--- src/rtl/regfile_if.sv ---
// Register-file access bus: two combinational read ports and one write port.
// The master (datapath/testbench) drives addresses and write data; the
// slave (regfile) returns read data.
interface regfile_if #(
    parameter int WIDTH = 32
);
    logic [4:0]       ra1;
    logic [4:0]       ra2;
    logic [WIDTH-1:0] rd1;
    logic [WIDTH-1:0] rd2;
    logic             we3;
    logic [4:0]       wa3;
    logic [WIDTH-1:0] wd3;

    modport master (
        output ra1, ra2, we3, wa3, wd3,
        input  rd1, rd2
    );

    modport slave (
        input  ra1, ra2, we3, wa3, wd3,
        output rd1, rd2
    );
endinterface

--- src/rtl/regfile.sv ---
// regfile: NREG x WIDTH register file with two combinational read ports and
// one synchronous write port. Register 0 is hard-wired to zero.
// Reset is synchronous and active-high and clears every register.
// Optional feature macro: REGFILE_BYPASS_EN -- when defined, a write that
// targets a register currently being read is forwarded to the read port in
// the same cycle (write-through). When undefined, reads return the stored
// value until the write edge.
module regfile #(
    parameter int WIDTH = 32,
    parameter int NREG  = 32
) (
    input  logic      clk,
    input  logic      rst,
    regfile_if.slave  rf
);

    logic [WIDTH-1:0] regs_q [NREG];
    logic [WIDTH-1:0] regs_d [NREG];
    logic             wr_en_s;
    logic [WIDTH-1:0] rd1_s;
    logic [WIDTH-1:0] rd2_s;

    // Fetch one stored word; address 0 and out-of-range addresses read zero.
    function automatic logic [WIDTH-1:0] stored_word(
        input logic [WIDTH-1:0] regs [NREG],
        input logic [4:0]       ra
    );
        logic [WIDTH-1:0] val;
        if ((ra != 5'd0) && (int'(ra) < NREG)) begin
            val = regs[ra];
        end else begin
            val = {WIDTH{1'b0}};
        end
        return val;
    endfunction

    // Qualify the write: reset wins, and address 0 / unimplemented addresses are dropped.
    always_comb begin
        wr_en_s = 1'b0;
        if (rf.we3 && !rst && (rf.wa3 != 5'd0) && (int'(rf.wa3) < NREG)) begin
            wr_en_s = 1'b1;
        end else begin
            wr_en_s = 1'b0;
        end
    end

    // Next storage contents: clear on reset, otherwise update only the addressed register.
    always_comb begin
        for (int i = 0; i < NREG; i++) begin
            regs_d[i] = regs_q[i];
            if (rst) begin
                regs_d[i] = {WIDTH{1'b0}};
            end else if (i == 0) begin
                regs_d[i] = {WIDTH{1'b0}};
            end else if (wr_en_s && (int'(rf.wa3) == i)) begin
                regs_d[i] = rf.wd3;
            end else begin
                regs_d[i] = regs_q[i];
            end
        end
    end

    // Storage flops; all updates, including reset, happen on the rising edge.
    always_ff @(posedge clk) begin
        regs_q <= regs_d;
    end

    // Read ports: stored value, optionally overridden by an in-flight write.
    always_comb begin
        rd1_s = stored_word(regs_q, rf.ra1);
        rd2_s = stored_word(regs_q, rf.ra2);
`ifdef REGFILE_BYPASS_EN
        // wr_en_s already excludes reset and address 0, so forwarding never hits r0.
        if (wr_en_s && (rf.wa3 == rf.ra1)) begin
            rd1_s = rf.wd3;
        end else begin
            rd1_s = stored_word(regs_q, rf.ra1);
        end
        if (wr_en_s && (rf.wa3 == rf.ra2)) begin
            rd2_s = rf.wd3;
        end else begin
            rd2_s = stored_word(regs_q, rf.ra2);
        end
`else
        rd1_s = stored_word(regs_q, rf.ra1);
        rd2_s = stored_word(regs_q, rf.ra2);
`endif
        rf.rd1 = rd1_s;
        rf.rd2 = rd2_s;
    end

endmodule

--- src/flat_wrapper.sv ---
// flat-port wrapper written by rule: the top's interface ports become plain ports
module regfile_flat 
#(
    parameter int WIDTH = 32,
    parameter int NREG  = 32
)
  (clk, rst, rf_ra1, rf_ra2, rf_we3, rf_wa3, rf_wd3, rf_rd1, rf_rd2);
  regfile_if #(.WIDTH(WIDTH)) rf_i ();
  input  logic clk;
  input  logic rst;
  input wire logic [$bits(rf_i.ra1)-1:0] rf_ra1;
  input wire logic [$bits(rf_i.ra2)-1:0] rf_ra2;
  input wire logic [$bits(rf_i.we3)-1:0] rf_we3;
  input wire logic [$bits(rf_i.wa3)-1:0] rf_wa3;
  input wire logic [$bits(rf_i.wd3)-1:0] rf_wd3;
  output wire logic [$bits(rf_i.rd1)-1:0] rf_rd1;
  output wire logic [$bits(rf_i.rd2)-1:0] rf_rd2;
  assign rf_i.ra1 = rf_ra1;
  assign rf_i.ra2 = rf_ra2;
  assign rf_i.we3 = rf_we3;
  assign rf_i.wa3 = rf_wa3;
  assign rf_i.wd3 = rf_wd3;
  assign rf_rd1 = rf_i.rd1;
  assign rf_rd2 = rf_i.rd2;
  regfile #(.WIDTH(WIDTH), .NREG(NREG)) u_core (.clk(clk), .rst(rst), .rf(rf_i));
endmodule
--- config.mk ---
export PLATFORM = sky130hd
export DESIGN_NAME = regfile_flat
export DESIGN_NICKNAME = d
export VERILOG_FILES = /design/src/rtl/regfile_if.sv /design/src/rtl/regfile.sv /design/src/flat_wrapper.sv
export SDC_FILE = /design/constraint.sdc
export NUM_CORES = 2
export LEC_CHECK = 0
export BUFFER_PORTS_ARGS = -buffer_cell sky130_fd_sc_hd__buf_2
export CAP_MARGIN = 5
export CORE_MARGIN = 3
export CORE_UTILIZATION = 43
export CTS_BUF_LIST = sky130_fd_sc_hd__clkbuf_4 sky130_fd_sc_hd__clkbuf_8 sky130_fd_sc_hd__clkbuf_16
export DETAILED_ROUTE_END_ITERATION = 16
export PLACE_DENSITY_LB_ADDON = 0.08
export SYNTH_ARGS = -nofsm -noshare
export SYNTH_HDL_FRONTEND = slang
export SYNTH_SLANG_ARGS = --single-unit
--- constraint.sdc ---
create_clock -name clk -period 4.7 [get_ports clk]
set_clock_uncertainty 0.2 [all_clocks]
set_input_delay 0.235 -clock clk [delete_from_list [all_inputs] [get_ports clk]]
set_output_delay 0.235 -clock clk [all_outputs]
set_load 0.01 [all_outputs]
# ---- Word-level counts from Yosys, hierarchy flattened
# Index checks and enable logic that the tools add are counted.
dict set report op_classes {
  mux 9
  bitwise 2
  n_lt_le_gt_ge 2
  n_eq_ne 31
  reduce_logical 37
}
# cell count
set ops {}
lappend ops {{32-bit binary-select mux with 5-bit select} 2}
lappend ops {{32-bit two-way mux} 6}
lappend ops {{5-bit == test (second input constant)} 16}
lappend ops {{5-bit by 4-bit == test with 1-bit output (second input constant)} 8}
lappend ops {{1-bit logical AND} 33}
lappend ops {{5-bit by 3-bit == test with 1-bit output (second input constant)} 4}
lappend ops {{5-bit nonzero test} 3}
lappend ops {{6-bit greater-or-equal comparator (second input constant)} 2}
lappend ops {{5-bit NOT with 6-bit output} 2}
lappend ops {{5-bit by 2-bit == test with 1-bit output (second input constant)} 2}
lappend ops {{5-bit by 1-bit == test with 1-bit output (second input constant)} 1}
lappend ops {{1-bit zero test} 1}
lappend ops {{1-bit two-way mux} 1}
dict set report totals {
  register_bits 992
  elab_cells 112
  out_inout_bits 64
  input_bits 50
}

# ---- Longest topological paths before layout
dict set report logic_depth {
  depth_word 5
  depth_mapped 9
}

# ---- Worst setup path before layout
# No wires, ideal clock.
dict set report synth_path {
  kind {input-to-output}
  start {input rf_ra1[1]}
  end {output rf_rd1[29]}
  stages 6
  n_path_buf 2
  t_required_ps 4265
  path_slack_ps 2262
  arrival_ps 2003
  path_cell_list {buf_2 clkbuf_1 mux4_2 mux2_2 a211oi_1 nor2_1}
}
dict set report synth_between {
  elab_chain_cells 5
  word_cells_on_any_way 6
  classes_between {mux (4); bitwise (1); reduce/logical (1)}
}
# item line_no
set synth_rtl {}
lappend synth_rtl {{from (decl)} flat_wrapper.sv:11} ;# input wire logic [$bits(rf_i.ra1)-1:0] rf_ra1;
lappend synth_rtl {{5-bit NOT with 6-bit output} n/a}
lappend synth_rtl {{32-bit binary-select mux with 5-bit select} n/a}
lappend synth_rtl {{32-bit two-way mux (implied by the code) (2 in a row)} regfile.sv:30} ;# val = regs[ra];
lappend synth_rtl {{32-bit two-way mux *} regfile.sv:29} ;# if ((ra != 5'd0) && (int'(ra) < NREG)) begin
lappend synth_rtl {{to (decl)} flat_wrapper.sv:16} ;# output wire logic [$bits(rf_i.rd1)-1:0] rf_rd1;
# Every way passes the cells marked *; elsewhere a longest branch is shown, timed or not. The select of a mux whose other input is x is not followed.

# ---- Worst setup path after layout
dict set report layout_path {
  start {input rf_ra1[0]}
  end {output rf_rd1[8]}
}
# Same word-level chain as after synthesis.

==> summary.txt <==
Timing
  – Final period util: ~83%
  – Hold slack: 0.125 ns
  – Setup TNS: 0 ns
  – Rel. slew slack: 14.2%
  – Fmax achieved: 256 MHz
  – Final setup fails: 0
  – RSZ-0062 raised after global routing: false
  – Minimum clock period: approximately 4 ns
  – Slew of the pin with the lowest slew margin: 1.27 ns
  – Slew Viols, Final: 0
  – Hold Vio Cnt, Final: 0

Routing
  – DRT Wirelength: 231 mm
  – Number of iterations in the first detailed-routing pass: 8
  – Via Count: 46.8k
  – DRT iter0 DRCs: 6831
  – Wire length per cell: about 31 um
  – DR vias/cell: between 6 and 7
  – Drc violations: 0
  – Routed Antenna Nets: 0

Global route
  – GRT overflow: 0
  – Initial antenna violation count: 23
  – Vias in the first global route: 43.6k
  – Largest net degree at the start of global routing: 205
  – First-pass GRT wire length: between 300 and 400 mm
  – GRT Util Overall: 37.0%

Floorplanning
  – Area of the die: between 0.1 and 0.15 sq mm
  – Core area: 0.117 sq mm
  – Die width: between 300 and 400 um
  – Die Span Y: about 350 um
  – Initial Util: 43.4%
  – Row Count: 125
  – Number of I/O pins: 114

Clock tree
  – Worst-path clk slew: 0.07 ns
  – Post-cts resize count: 0
  – Skew-Pair Late Insertion Delay: 0.72 ns
  – Clk buf depth: 3
  – CTS root buf: clkbuf_16
  – Cts bufs inserted: 113
  – CTS H-tree lvls: 3
  – Num Clock Sinks: 992
  – CTS tree: done

Layout
  – Area occupied by multi-input gates: between 0.02 and 0.03 sq mm
  – Sequential cell area: 0.0199 sq mm
  – Fill count: 11.2k
  – Share of cells above drive strength 1: 17.5%
  – Layout Nets: 5831
  – Fin area: 0.0570 sq mm
  – Biggest register: u_core.regs_q
  – Area Growth Syn to Fin: 12.7%
  – Max reg flops: 992
  – Regs by FF count: u_core.regs_q: 992 flops
  – Final Util: about half
  – Fin cells: about 7.4k

Yosys
  – Async S/R FF share, synth: 0%
  – Ys flop type: dfxtp_1
  – Syn Std Cell Area: 0.0506 sq mm
  – Warnings from Yosys: 0
  – Synthesized area per cell: 8.51 sq um
  – Mapped Nets: around 6k
  – Netlist cell types: 45
  – Synth Instances: 5945
  – Seq cells post-synth: 992
  – Sequential area share after synthesis: 39.3%
  – Post-synth EDFFs: 0

Placement
  – Detailed-placement wirelength estimate: 138 mm
  – Placed Cells: 7153
  – Post-DP Area: 0.0525 sq mm
  – Buffers added on ports: 113
  – RD Place Congestion: between 0.9 and 1

Flow run
  – Max_cap viols: 0

Pwr
  – Total leakage power: 19.0 nW
  – Max VDD drop: 0.000316 V
  – Pwr Density: between 300 and 400 mW/mm^2

Hold path
  – Hold WC Path Type: primary input to flop
  – Min-Delay Startpoint: rf_wa3[1]

Worst setup path
  – CP Max Fanout: 43
  – Worst path required time: 4.26 ns
  – Startpoint Class: primary input
  – WP data arrival: 3.47 ns
  – Crit path launch: rf_ra1[0]
  – R2r startpoint: u_core.regs_q[679]
  – Kind of critical path: primary input to primary output
  – Worst Setup End Kind: primary output

Status
  – Outcome: completed
## logic make-up after synthesis
group / share of synthesized area, %
compound gates: 14.6
buf+inv: 4.99
flops: 39.3
mux: 23.5
simple gates: 17.6
## report_power, final
part | switching, mW | internal (mW)
sequential | 0.0269 | 8.44
clock | 3.85 | 5.91
combinational | 1.18 | 0.448
total | 5.05 | 14.8
## cells in the mapped netlist (3+ instances only)
library cell / instances / area (sq um)
o221ai_1: 14 / 123
and3_1: 7 / 43.8
buf_4: 25 / 188
o22ai_1: 39 / 244
clkbuf_1: 411 / 1540
nand3b_1: 4 / 30.0
nor3_1: 23 / 115
a211oi_1: 20 / 150
nor3_2: 3 / 30.0
o21ai_0: 45 / 225
nor2_1: 79 / 297
o22a_1: 18 / 158
mux2i_1: 260 / 2600
o31ai_1: 18 / 135
buf_1: 20 / 75.1
a22oi_1: 48 / 360
nor2_2: 3 / 18.8
dfxtp_1: 992 / 19900
nand2b_1: 10 / 62.6
a21oi_1: 1024 / 5120
nor2b_1: 29 / 181
a221o_1: 20 / 200
o211ai_1: 22 / 165
a311oi_1: 3 / 26.3
a221oi_1: 42 / 368
nand2_1: 2120 / 7960
nor3b_1: 4 / 30.0
and2_1: 3 / 18.8
mux4_2: 362 / 8150
mux2_2: 101 / 1140
or3_1: 4 / 25.0
a31oi_1: 14 / 87.6
buf_2: 142 / 711
## cell type report
class | count | share of cell area (%)
tap | 1524 | 3.35
timing repair buffer | 320 | 4.52
clock buffer | 172 | 6.20
multi-input combinational | 4353 | 50.0
antenna | 18 | 0.0791
inverter | 1 | 0.0110
sequential | 992 | 34.9
clock inverter | 33 | 0.951
## layout by cell type (no fill, tap or decap), types with 37 or more instances in the layout
cell,n
nor2_1,55
a21oi_1,1024
buf_4,147
a22oi_1,48
clkbuf_16,116
mux2_2,101
dlygate4sd3_1,37
nand2_1,2088
o21ai_0,45
mux4_2,362
a221oi_1,42
mux2i_1,260
buf_2,105
o22ai_1,39
dfxtp_1,992
## metrics by stage
step,power (mW),worst slack [ns]
after CTS,19.9,0.890
after detailed placement,10.2,0.885
after floorplan,9.57,2.26
after global routing,20.3,0.852
after global placement,10.2,0.920
final,19.9,0.797
## per-layer routing
layer / track usage [%] / vias to the layer above / share of wire (%)
li1: - / 20300 / -
met1: 49.6 / 23000 / 40
met2: 54.6 / 2825 / 43
met3: 9.36 / 597 / 11
met4: 20.5 / 6 / 6.3
met5: 0 / - / 0.019
## worst paths after layout
| kind | to | slack [ns] | cells past startpoint |
|---|---|---|---|
| worst max-delay path | rf_rd1[8] | 0.80 | 6 |
| worst min-delay path | u_core.regs_q[943] | 0.13 | 5 |
| worst max register to register | u_core.regs_q[679] | 3.29 | 3 |
| worst min register to register | u_core.regs_q[108] | 0.26 | 2 |
## critical path: stages
cell	delay, ns
buf_8	0.38
nand2b_1	0.86
o22ai_1	0.20
o31ai_1	0.71
o21ai_0	0.63
buf_2	0.33
## timing repair
item / CTS / global route
buffers inserted: 0 / 0
hold buffers: 37 / 0
endpoints found under the hold margin: 992 / 0
Power figures use the tool's default switching activity.
